## src/rtl/data_mem_param.sv

```systemverilog
`default_nettype none
// ==========================================================================
// data_mem_param : DEPTH x DATA_W operand memory, 2 sync reads, 1 write,
//                  hardware clear sequencer. Rev 1.0
// ==========================================================================
module data_mem_param #(
  parameter int DATA_W     = 8,
  parameter int ADDR_W     = 6,
  parameter int DEPTH      = 64,
  parameter int BYPASS     = 1,
  parameter int CLR_ON_RST = 1
) (
  input  logic              clk,
  input  logic              rst,
  input  logic              enable,
  input  logic              write,
  input  logic [ADDR_W-1:0] write_address,
  input  logic [DATA_W-1:0] in_data,
  input  logic [ADDR_W-1:0] read_address1,
  input  logic [ADDR_W-1:0] read_address2,
  output logic [DATA_W-1:0] out_data1,
  output logic [DATA_W-1:0] out_data2,
  output logic              rd_valid,
  output logic              ready
);

  localparam logic [0:0]        S_CLEAR = 1'b0;
  localparam logic [0:0]        S_RUN   = 1'b1;
  localparam logic [ADDR_W:0]   c_depth = (ADDR_W+1)'(DEPTH);
  localparam logic [ADDR_W-1:0] c_last  = ADDR_W'(DEPTH - 1);

  logic [DATA_W-1:0] mem [DEPTH];

  logic [0:0]        state_q, state_d;
  logic [ADDR_W-1:0] clr_ptr_q, clr_ptr_d;
  logic [DATA_W-1:0] out_data1_q, out_data1_d;
  logic [DATA_W-1:0] out_data2_q, out_data2_d;
  logic              rd_valid_q, rd_valid_d;

  logic              w_we;
  logic [ADDR_W-1:0] w_waddr;
  logic [DATA_W-1:0] w_wdata;
  logic              w_wr_ok, w_rd1_ok, w_rd2_ok;
  logic              w_hit1, w_hit2;

  // Addresses at or beyond DEPTH only exist for non-power-of-2 depths
  assign w_wr_ok  = {1'b0, write_address} < c_depth;
  assign w_rd1_ok = {1'b0, read_address1} < c_depth;
  assign w_rd2_ok = {1'b0, read_address2} < c_depth;

  if (BYPASS != 0) begin : g_bypass
    assign w_hit1 = write && (write_address == read_address1);
    assign w_hit2 = write && (write_address == read_address2);
  end else begin : g_no_bypass
    assign w_hit1 = 1'b0;
    assign w_hit2 = 1'b0;
  end

  always_ff @(posedge clk) begin
    if (rst) begin
      state_q <= S_CLEAR;
    end else begin
      state_q <= state_d;
    end
  end

  always_comb begin
    state_d = state_q;
    if (state_q == S_CLEAR) begin
      if ((CLR_ON_RST == 0) || (clr_ptr_q == c_last)) begin
        state_d = S_RUN;
      end
    end
  end

  always_comb begin
    ready = (state_q == S_RUN);
  end

  always_comb begin
    clr_ptr_d   = clr_ptr_q;
    out_data1_d = out_data1_q;
    out_data2_d = out_data2_q;
    rd_valid_d  = 1'b0;
    w_we        = 1'b0;
    w_waddr     = write_address;
    w_wdata     = in_data;
    if (state_q == S_CLEAR) begin
      if (CLR_ON_RST != 0) begin
        w_we      = 1'b1;
        w_waddr   = clr_ptr_q;
        w_wdata   = '0;
        clr_ptr_d = clr_ptr_q + ADDR_W'(1);
      end
    end else if (enable) begin
      rd_valid_d  = 1'b1;
      out_data1_d = !w_rd1_ok ? '0 : (w_hit1 ? in_data : mem[read_address1]);
      out_data2_d = !w_rd2_ok ? '0 : (w_hit2 ? in_data : mem[read_address2]);
      w_we        = write && w_wr_ok;
    end
  end

  // The array itself has no reset; zero-fill is done by the clear sequencer
  always_ff @(posedge clk) begin
    if (!rst && w_we) begin
      mem[w_waddr] <= w_wdata;
    end
  end

  always_ff @(posedge clk) begin
    if (rst) begin
      clr_ptr_q   <= '0;
      out_data1_q <= '0;
      out_data2_q <= '0;
      rd_valid_q  <= 1'b0;
    end else begin
      clr_ptr_q   <= clr_ptr_d;
      out_data1_q <= out_data1_d;
      out_data2_q <= out_data2_d;
      rd_valid_q  <= rd_valid_d;
    end
  end

  assign out_data1 = out_data1_q;
  assign out_data2 = out_data2_q;
  assign rd_valid  = rd_valid_q;

endmodule
`default_nettype wire

```

## config.mk

```make
export PLATFORM = sky130hd
export DESIGN_NAME = data_mem_param
export DESIGN_NICKNAME = d
export VERILOG_FILES = /design/src/rtl/data_mem_param.sv
export SDC_FILE = /design/constraint.sdc
export NUM_CORES = 1
export LEC_CHECK = 0
export CORE_ASPECT_RATIO = 2
export CORE_UTILIZATION = 50
export DETAILED_ROUTE_END_ITERATION = 10
export GPL_ROUTABILITY_DRIVEN = 0
export HOLD_SLACK_MARGIN = 0.1
export PLACE_DENSITY = 0.66
export SLEW_MARGIN = 20
export SYNTH_ARGS = -nofsm -noshare
export SYNTH_HDL_FRONTEND = slang
export SYNTH_SLANG_ARGS = --single-unit
```

## constraint.sdc

```tcl
create_clock -name clk -period 3.1 [get_ports clk]
set_input_delay 0.62 -clock clk [delete_from_list [all_inputs] [get_ports clk]]
set_output_delay 0.62 -clock clk [all_outputs]
set_load 0.005 [all_outputs]
```

==> results by group <==
Run status
  – Outcome: completed

STA
  – Fmax: 338 MHz
  – Final Max Tran Viols: 0
  – Final setup skew: 0.0143 ns
  – Final setup violating endpoints: 0
  – Period utilisation layout: 95.5%
  – Worst slew margin: 37.7%
  – RSZ-0062 raised after global routing: false
  – Worst slew pin tran: 0.931 ns
  – Fin. Hold Viols: 0
  – Fin crit period: 2.96 ns

Die
  – Die height: 323 um
  – Initial core utilization: 50.6%
  – Row Count: 117
  – Core ar.: 50900 um2
  – Die area: 52500 um2
  – Ports: 48
  – Die width: 162 um

GRT
  – Initial antenna violation count: 0
  – First-pass GRT wire length: 112000 um
  – Vias in the first global route: 15900
  – Largest net degree at the start of global routing: 65
  – Remaining Overflow, GRT: 0
  – Tot GR Track Use: 31.0%

Worst setup path
  – CP max stage delay: 0.67 ns
  – CP Data Required Time: 3.56 ns
  – Critical-path cell with the highest stage delay: dfxtp_1
  – CP cell instances: buf_4 -> mux2i_1 -> buf_4 -> xnor2_1 -> nor4_1 -> a21oi_1 -> nand4_1 -> nor4b_2
  – Startpoint types: register
  – Crit path arrival time: 3.42 ns
  – Critical path endpoint category: register
  – Most used cell, CP: buf_4
  – Max FO, Critical Path: 13
  – Critical path class: reg -> reg

Synthesis
  – Largest family of logic cells by synthesized area: multiplexers
  – Multiplexer area fraction after synthesis: 26.7%
  – Post-Synth XOR/XNOR Area: 0.578%
  – Avg Inst Size Synth: 18.7 um2
  – Yosys warnings: 0
  – Post-synthesis cell area: 25800 um2
  – Simple-Gate Fraction of Synth Area: 4.61%
  – Post-synthesis adder-cell area fraction: 0.0486%
  – Post-synthesis sequential area ratio: 61.6%
  – Syn Inst Count: 1375
  – Ys async rst share: 0%
  – EDFF count, synth: 512
  – Net Count, Synth: 1406
  – Compound-Gate Fraction of Synth Area: 3.46%
  – Register bit count reported by yosys: 536
  – Main synth FF type: edfxtp_1
  – Synth cell types: 59

Power and ir drop
  – Sw frac: 22.1%
  – Power per Cell Area: 514 nW/um2
  – Total Power: 15.3 mW
  – Seq pwr share: 51.3%
  – Peak supply drop: 382 uV
  – Clock power share: 40.0%
  – Switch Pwr: 3.38 mW
  – Comb power frac: 8.7%
  – Int Pwr: 11.9 mW
  – Lkg Pwr: 10.4 nW

Placed design
  – DP Area: 28200 um2
  – IO Port Bufs: 47
  – Hpwl dp: 55000 um

Cells and area
  – N_diodes: 0
  – Share of layout cells above drive strength 1: 32.6%
  – Commonest non-fill, non-tap cells in the layout: edfxtp_1, mux4_2, buf_4, nor2_1, mux2i_1
  – Design area: 29700 um2
  – Nets: 1609
  – Area grow syn2layout: 15.5%
  – Commonest non-fill, non-tap cell in the layout: edfxtp_1
  – Fillcell total: 3721

Clocking
  – Setup Buffers After CTS: 0
  – Hold_buf cts: 0
  – Worst-skew pair later-pin latency: 0.59 ns
  – Cts repair resizes: 0
  – Cts bufs inserted: 47
  – CTS tree: built
  – Max Buffers Root-to-Sink: 3
  – # clock sinks: 536
  – H-Tree Depth: 2
  – CTS root buf: clkbuf_16
  – Clk slew on worst S/H paths: 0.07 ns

Drt
  – DRC Markers: 0
  – Via count: 15200
  – Initial DRC Count: 1947
  – WL final: 78200 um
  – Drt pass-1 iters: 7
  – DR vias/cell: 6.72
  – Final ANT Viol Nets: 0
  – Routed wire per std cell: 34.5 um

Hold path
  – Tightest Hold Check Type: reg -> reg

Flow run
  – Max-Cap Viols: 0
==> cells by family after synthesis <==
family	Yosys count
muxes	347
adders and majority gates	1
DFF	536
AOI/OAI and AO/OA	127
xor gates and xnor gates	17
buffers and inverters	101
and+or+nand+nor	246
==> state kept, by name, summed over array words and instances, names as in the netlist <==
register / count
rd_valid: 1
ready: 1
clr_ptr_q: 6
mem: 512
out_data2: 8
out_data1: 8
==> worst max-delay path: cells and delay by family (launching register included) <==
kind                      cells  cell delay, ns
DFF                           1            0.67
xor gates and xnor gates      1            0.17
buffers and inverters         2            0.51
muxes                         1            0.20
and+or+nand+nor               3            0.64
AOI/OAI and AO/OA             1            0.64
==> cell type report <==
type	instances	area, um2	area share (%)
multi-input cells	738	9140	30.7
repair buffers	254	2380	7.99
well taps	654	818	2.75
inverters	1	3.75	0.0126
clock buffers	54	1200	4.04
clock inverters	26	350	1.18
flip-flops and latches	536	15900	53.3
==> per-layer routing <==
layer	global-route usage (%)	share of wire (%)
met5	0	0
met4	23.6	9.0
met3	5.24	7.6
met2	54.3	52
met1	33.0	31
==> cells in the mapped netlist, drive strengths merged, types with 2 or more instances <==
cell	n	share of area [%]
nand2b	4	0.097
nand3	12	0.23
xnor2	14	0.48
mux2	3	0.13
and4	2	0.068
a311oi	2	0.068
a2111oi	4	0.14
nor4	5	0.15
dfxtp	24	1.9
a31oi	11	0.27
edfxtp	512	60
nor2b	34	0.83
a22oi	30	0.87
nor4b	6	0.23
a221oi	4	0.14
a211oi	32	0.93
o211ai	5	0.15
nor2	112	1.6
nand4	5	0.12
and2	12	0.29
and2b	3	0.087
xor2	3	0.10
clkbuf	19	0.38
o21bai	4	0.12
buf	79	2.5
nand2	37	0.54
o21ai	5	0.097
nor3	10	0.21
a21oi	20	0.39
mux4	261	23
o31ai	5	0.15
mux2i	83	3.2
==> power by group through the flow <==
| stage | Clock, mW | Sequential, mW | Combinational [mW] |
|---|---|---|---|
| floorplan | 0 | 8.00 | 0.787 |
| global placement | 0 | 8.00 | 1.30 |
| detailed placement | 0 | 8.00 | 1.30 |
| CTS | 6.18 | 7.84 | 1.31 |
| global route | 6.40 | 7.84 | 1.37 |
| finish | 6.10 | 7.84 | 1.33 |
==> worst paths after layout <==
kind | slack, ns | endpoint | depth (start not counted) | startpoint
min | 0.52 | out_data1[2] | 2 | out_data1[2]
max | 0.14 | out_data2[3] | 8 | ready
min reg2reg | 0.52 | out_data1[2] | 2 | out_data1[2]
max reg2reg | 0.14 | out_data2[3] | 8 | ready
==> stage by stage <==
stage                     cells  setup WS [ns]  TNS (ns)  utilization, %  hold slack [ns]
after detailed placement   2183         -0.346    -0.702            55.3            0.510
after CTS                  2263          0.145         0            58.4            0.521
after global routing       2263         0.0401         0            58.4            0.529
after global placement     2183         -0.299    -0.608            55.3            0.506
final                      2263          0.138         0            58.4            0.522
after floorplan            1375          0.603         0               -            0.490
No activity file was read; power rests on OpenSTA's default activity.
